===== config.mk =====
export PLATFORM = sky130hd
export DESIGN_NAME = dds_phase_gen_flat
export DESIGN_NICKNAME = d
export VERILOG_FILES = /design/src/rtl/dds_pkg.sv /design/src/rtl/dds_phase_gen_if.sv /design/src/rtl/dds_lane_step_table.sv /design/src/rtl/dds_phase_gen.sv /design/src/flat_wrapper.sv
export SDC_FILE = /design/constraint.sdc
export NUM_CORES = 2
export LEC_CHECK = 0
export ABC_AREA = 1
export CELL_PAD_IN_SITES_DETAIL_PLACEMENT = 1
export CELL_PAD_IN_SITES_GLOBAL_PLACEMENT = 1
export CORE_MARGIN = 2
export CORE_UTILIZATION = 45
export CTS_CLUSTER_DIAMETER = 40
export DETAILED_ROUTE_END_ITERATION = 10
export GPL_TIMING_DRIVEN = 0
export PLACE_DENSITY_LB_ADDON = 0.1
export SETUP_SLACK_MARGIN = 0.2
export SLEW_MARGIN = 20
export SYNTH_ARGS = -nofsm -noshare
export SYNTH_HDL_FRONTEND = slang
export SYNTH_SLANG_ARGS = --single-unit

===== constraint.sdc =====
create_clock -name m00_axis_aclk -period 14.3 [get_ports m00_axis_aclk]
set_input_delay 1.43 -clock m00_axis_aclk [delete_from_list [all_inputs] [get_ports m00_axis_aclk]]
set_output_delay 1.43 -clock m00_axis_aclk [all_outputs]
set_load 0.01 [all_outputs]

===== src/rtl/dds_pkg.sv =====
// dds_pkg: shared defaults, lane-count helper and lane-packed phase type for the DDS phase generator
package dds_pkg;
  localparam int DDS_SPC = 16;
  localparam int DDS_PHASE_WIDTH = 48;
  localparam int DDS_OUT_WIDTH = 16;
  localparam int PHASE_OFFSET_SHIFT = 34;
  function automatic int log2_spc(input int n);
    int r;
    r = 0;
    for (int i = 0; i < 5; i++) if ((1 << i) < n) r = i + 1;
    return r;
  endfunction
  localparam int LOG2_SPC = log2_spc(DDS_SPC);
  typedef logic [DDS_SPC-1:0][DDS_OUT_WIDTH-1:0] phase_lanes_t;
endpackage


===== src/rtl/dds_phase_gen_if.sv =====
// dds_phase_gen_if: lane-packed phase stream plus delay-matched amplitude words toward the RFDC
interface dds_phase_gen_if #(
  parameter int DW = 256,
  parameter int AW = 14
);
  logic [DW-1:0] m_axis_tdata;
  logic          m_axis_tvalid;
  logic [AW-1:0] amp_out;
  logic [AW-1:0] amp_offset_out;
  modport master (output m_axis_tdata, m_axis_tvalid, amp_out, amp_offset_out);
  modport slave  (input  m_axis_tdata, m_axis_tvalid, amp_out, amp_offset_out);
endinterface


===== src/rtl/dds_lane_step_table.sv =====
// dds_lane_step_table: registered k*f per lane built from shifts and adds, fed from the raw freq word so it lines up with the captured freq
module dds_lane_step_table #(
  parameter int N = 16,
  parameter int W = 48
) (
  input  logic                clk,
  input  logic                rst,
  input  logic [W-1:0]        f,
  output logic [N-1:0][W-1:0] step_q
);
  logic [N-1:0][W-1:0] step_d;
  function automatic logic [W-1:0] shift_add(input logic [W-1:0] x, input int k);
    logic [W-1:0] r;
    r = '0;
    for (int b = 0; b < 5; b++) if (k[b]) r = r + (x << b);
    return r;
  endfunction
  always_comb begin
    step_d = '0;
    for (int k = 0; k < N; k++) step_d[k] = shift_add(f, k);
  end
  always_ff @(posedge clk)
    if (rst) step_q <= '0;
    else step_q <= step_d;
endmodule


===== src/rtl/dds_phase_gen.sv =====
// dds_phase_gen: phase-continuous multi-lane phase accumulator, three register stages from input to RFDC word
module dds_phase_gen
  import dds_pkg::*;
#(
  parameter int SAMPLES_PER_CYCLE = DDS_SPC,
  parameter int PHASE_WIDTH = DDS_PHASE_WIDTH,
  parameter int OUT_PHASE_WIDTH = DDS_OUT_WIDTH,
  parameter int AXIS_DATA_WIDTH = 256
) (
  input  logic                   m00_axis_aclk,
  input  logic                   reset,
  input  logic [PHASE_WIDTH-1:0] freq,
  input  logic [13:0]            phase,
  input  logic [13:0]            amp,
  input  logic [13:0]            amp_offset,
  input  logic                   sync_clear,
  dds_phase_gen_if.master        m
);
  localparam int N = SAMPLES_PER_CYCLE;
  localparam int PW = PHASE_WIDTH;
  localparam int OW = OUT_PHASE_WIDTH;
  localparam int LG = log2_spc(N);
  logic [PW-1:0] f_q, f_d, acc_q, acc_d;
  logic [13:0] p_q, p_d, a_q, a_d, ao_q, ao_d, a1_q, a1_d, ao1_q, ao1_d, a2_q, a2_d, ao2_q, ao2_d;
  logic clr_q, clr_d;
  logic [2:0] v_q, v_d;
  logic [N-1:0][PW-1:0] step_q;
  logic [N-1:0][OW-1:0] lane_q, lane_d;
  logic [AXIS_DATA_WIDTH-1:0] td_q, td_d;
  dds_lane_step_table #(.N(N), .W(PW)) u_step (
    .clk(m00_axis_aclk),
    .rst(reset),
    .f(freq),
    .step_q(step_q)
  );
  // only the top OW bits of each lane sum are kept; truncation, no rounding
  always_comb begin
    f_d = freq;
    p_d = phase;
    a_d = amp;
    ao_d = amp_offset;
    clr_d = sync_clear;
    acc_d = clr_q ? '0 : acc_q + (f_q << LG);
    lane_d = '0;
    for (int k = 0; k < N; k++)
      lane_d[k] = OW'(((clr_q ? '0 : acc_q) + step_q[k] + (PW'(p_q) << PHASE_OFFSET_SHIFT)) >> (PW - OW));
    td_d = lane_q;
    a1_d = a_q;
    ao1_d = ao_q;
    a2_d = a1_q;
    ao2_d = ao1_q;
    v_d = {v_q[1:0], 1'b1};
  end
  always_ff @(posedge m00_axis_aclk)
    if (reset) begin
      f_q <= '0;
      p_q <= '0;
      a_q <= '0;
      ao_q <= '0;
      clr_q <= 1'b0;
      acc_q <= '0;
      lane_q <= '0;
      a1_q <= '0;
      ao1_q <= '0;
      td_q <= '0;
      a2_q <= '0;
      ao2_q <= '0;
      v_q <= '0;
    end else begin
      f_q <= f_d;
      p_q <= p_d;
      a_q <= a_d;
      ao_q <= ao_d;
      clr_q <= clr_d;
      acc_q <= acc_d;
      lane_q <= lane_d;
      a1_q <= a1_d;
      ao1_q <= ao1_d;
      td_q <= td_d;
      a2_q <= a2_d;
      ao2_q <= ao2_d;
      v_q <= v_d;
    end
  assign m.m_axis_tdata = td_q;
  assign m.m_axis_tvalid = v_q[2];
  assign m.amp_out = a2_q;
  assign m.amp_offset_out = ao2_q;
endmodule


===== src/flat_wrapper.sv =====
// flat-port wrapper written by rule: the top's interface ports become plain ports
module dds_phase_gen_flat import dds_pkg::*;
#(
  parameter int SAMPLES_PER_CYCLE = DDS_SPC,
  parameter int PHASE_WIDTH = DDS_PHASE_WIDTH,
  parameter int OUT_PHASE_WIDTH = DDS_OUT_WIDTH,
  parameter int AXIS_DATA_WIDTH = 256
)
  (m00_axis_aclk, reset, freq, phase, amp, amp_offset, sync_clear, m_m_axis_tdata, m_m_axis_tvalid, m_amp_out, m_amp_offset_out);
  dds_phase_gen_if m_i ();
  input  logic m00_axis_aclk;
  input  logic reset;
  input  logic [PHASE_WIDTH-1:0] freq;
  input  logic [13:0] phase;
  input  logic [13:0] amp;
  input  logic [13:0] amp_offset;
  input  logic sync_clear;
  output wire logic [$bits(m_i.m_axis_tdata)-1:0] m_m_axis_tdata;
  output wire logic [$bits(m_i.m_axis_tvalid)-1:0] m_m_axis_tvalid;
  output wire logic [$bits(m_i.amp_out)-1:0] m_amp_out;
  output wire logic [$bits(m_i.amp_offset_out)-1:0] m_amp_offset_out;
  assign m_m_axis_tdata = m_i.m_axis_tdata;
  assign m_m_axis_tvalid = m_i.m_axis_tvalid;
  assign m_amp_out = m_i.amp_out;
  assign m_amp_offset_out = m_i.amp_offset_out;
  dds_phase_gen #(.SAMPLES_PER_CYCLE(SAMPLES_PER_CYCLE), .PHASE_WIDTH(PHASE_WIDTH), .OUT_PHASE_WIDTH(OUT_PHASE_WIDTH), .AXIS_DATA_WIDTH(AXIS_DATA_WIDTH)) u_core (.m00_axis_aclk(m00_axis_aclk), .reset(reset), .freq(freq), .phase(phase), .amp(amp), .amp_offset(amp_offset), .sync_clear(sync_clear), .m(m_i));
endmodule

==> metrics.csv <==
metric;value;unit
outcome;finished, final reports clean;
Clk pin slew, worst setup/hold paths;60;ps
largest cells by area after synthesis;dfxtp_1, ha_1, a21oi_1, nand2_1, nor2_1;
Psw;6.72;mW
row cnt;164;
synthesis-stage register bit count;1018;
VDD IR max;132;µV
Slew Limit Headroom;0.140;
Detailed Route Iter0 Violations;9623;
Die W;451;µm
initial core utilization;0.452;
critical path arrival;10160;ps
CP startpoint kind;primary input;
Hold Crit Class;reg -> reg;
Routed Wire Length;499000;µm
CTS H-Tree Depth;4;
Yosys top cell area share;0.226;
final hold violation count;0;
vias in the first global route;106000;
die span in y;451;µm
initial antenna violation count;53;
hold slack;380;ps
routed len/inst;30.2;µm
Combinational Power Share;0.446;
clk_lat worst skew;880;ps
total CTS buffers;167;
largest area contributor in the netlist;dfxtp_1;
Clock power frac;0.296;
sequential share of power;0.258;
fin nets;15400;
die area;204000;µm²
Area Overhead vs Synth;17.8;%
CTS Hold Buffers Added;0;
Final Max Tran Viols;0;
CP max-delay cell;clkdlybuf4s50_1;
Post-synth EDFFs;0;
total track usage;0.475;
internal power;7.95;mW
CTS Sinks;1018;
CTS max path bufs;3;
post-cts resize count;0;
Syn Inst Count;13000;
most common library cells after synthesis;nand2_1, nor2_1, inv_1, a21oi_1, ha_1;
# port buffers;377;
most frequent cell after synthesis;nand2_1;
CP endpoint kind;flip-flop;
Max Fclk;106;MHz
worst slew pin tran;1290;ps
busiest grt layer;met2;
period utilization;0.657;
RSZ-0062 raised after global routing;false;
largest net degree at the start of global routing;17;
Max Cap Viol;0;
Setup Crit Path Kind;in -> reg;
DR pass1 iterations;9;
# setup viols final;0;
Post-synth top flop;dfxtp_1;
DPL Wire Length;384000;µm
Congestion Overflow GR;0;
Antenna Nets Post-Route;0;
Critical Path Max Stage Delay;1120;ps
LEAKAGE;51.3;nW
fillers;25500;
Final min period;9390;ps
GR Layer Usage met3;0.137;
async set-or-reset flop fraction in the synthesized netlist;0;
worst-path fanout max;10;
Via Count;103000;
YS warnings;0;
met2 GRT Util;0.725;
Max Clock Skew;57.5;ps
worst path required time;15070;ps
root buf cell;clkbuf_16;
Core Area;199000;µm²
Post-CTS Setup Inserts;0;
pwr dens;138;nW/µm²
GP Congestion;0.998;
routed vias/inst;6.24;
syn avg cell area;6.92;µm²
residual DRC count;0;
switching share of power;0.458;
met1 global-route usage;0.541;
syn nets;14700;
Mapped Area;90000;µm²
layout cells sized above 1;0.0543;
sequential area share after synthesis;0.226;
global-route wire length before repair;712000;µm
I/O Pins;378;
Sum Neg Setup Slack;0;ps
Unique masters post-synth;69;
CTS tree;built;
## registers in the layout, indices dropped and copies added, names as in the netlist
name / flops
u_core.u_step.step_q: 358
u_core.lane_q: 256
u_core.m.m_axis_tdata: 256
u_core.acc_q: 44
u_core.a1_d: 14
u_core.a1_q: 14
u_core.ao1_d: 14
u_core.ao1_q: 14
u_core.m.amp_offset_out: 14
u_core.m.amp_out: 14
u_core.p_q: 14
u_core.v_q: 3
u_core.f_q: 2
u_core.clr_q: 1
## worst max-delay path, delay by kind of cell
family	cells	cell delay (ps)
and+or+nand+nor	9	2090
adders and majority gates	3	1390
xor gates and xnor gates	2	1010
AOI/OAI and AO/OA	11	2450
buffers and inverters	5	1750
## kinds of logic after synthesis
logic type | count (synthesis) | share of synthesized area
buffers and inverters | 1898 | 0.0797
flip-flops | 1018 | 0.226
XOR/XNOR | 167 | 0.0167
AO/OA/AOI/OAI | 3459 | 0.214
adder cells (fa/ha/maj) | 1618 | 0.242
AND/OR/NAND/NOR | 4851 | 0.221
## power groups by stage
stage                     clock network (mW)  logic, mW  registers [mW]
after floorplan                            0       3.75            3.64
after CTS                               4.33       6.31            3.75
after global routing                    4.46       7.01            3.79
after global placement                     0       5.76            3.79
final                                   4.35       6.54            3.78
after detailed placement                   0       6.12            3.78
## stage by stage
step                instances   util  setup WS, ps  power, mW  cell area [µm²]
CTS                     16500  0.531          5280       14.4           106000
detailed placement      16200  0.502          4450       9.91           100000
global route            16500  0.532          4770       15.3           106000
finish                  16500  0.532          4910       14.7           106000
floorplan               13000      -          8270       7.39            90000
global placement        16000  0.487          3520       9.55            97100
## cell type report
type	count	area, µm²	share of cell area
multi-input combinational	10100	62800	0.593
antenna	49	123	0.00116
tap	2656	3320	0.0313
buffer	118	534	0.00504
clock inverter	117	1450	0.0137
timing repair buffer	502	6200	0.0585
sequential	1018	20400	0.193
inverter	1780	6690	0.0631
clock buffer	194	4450	0.0419
## metal layers
metal  share of wire  vias up  wire length [µm]
li1                -    45400                 -
met1            0.37    49600            185000
met2            0.43     5856            213000
met3            0.10     2290             49800
met4            0.10       20             51600
met5         0.00070        -               347
## cells in the final DEF (no fill, tap or decap), types with 31 or more instances in the layout
master,n
a211oi_1,31
a21o_1,169
a21oi_1,1595
a31oi_1,178
buf_12,107
buf_2,45
clkbuf_1,94
clkbuf_16,171
clkdlybuf4s50_1,334
dfxtp_1,1005
diode_2,49
fa_1,204
ha_1,1414
inv_1,1766
nand2_1,2072
nand2_2,58
nand3_1,327
nand4_1,113
nor2_1,1904
nor2_4,46
nor3_1,160
nor4_1,89
o211ai_1,53
o21a_1,93
o21ai_0,1033
o21ai_1,57
o21bai_1,62
xor2_1,127
## path summary, 6_finish.rpt
path	startpoint	end	slack [ps]	depth (start not counted)
hold reg to reg	u_core.lane_q[226]$_SDFF_PP0_	u_core.m.m_axis_tdata[226]$_SDFF_PP0_	380	2
setup reg to reg	u_core.clr_q$_SDFF_PP0_	u_core.lane_q[95]$_SDFF_PP0_	9040	13
setup / recovery	freq[2]	u_core.u_step.step_q[766]$_SDFF_PP0_	4910	30
hold / removal	u_core.lane_q[226]$_SDFF_PP0_	u_core.m.m_axis_tdata[226]$_SDFF_PP0_	380	2
No activity file was read; power rests on OpenSTA's default activity.
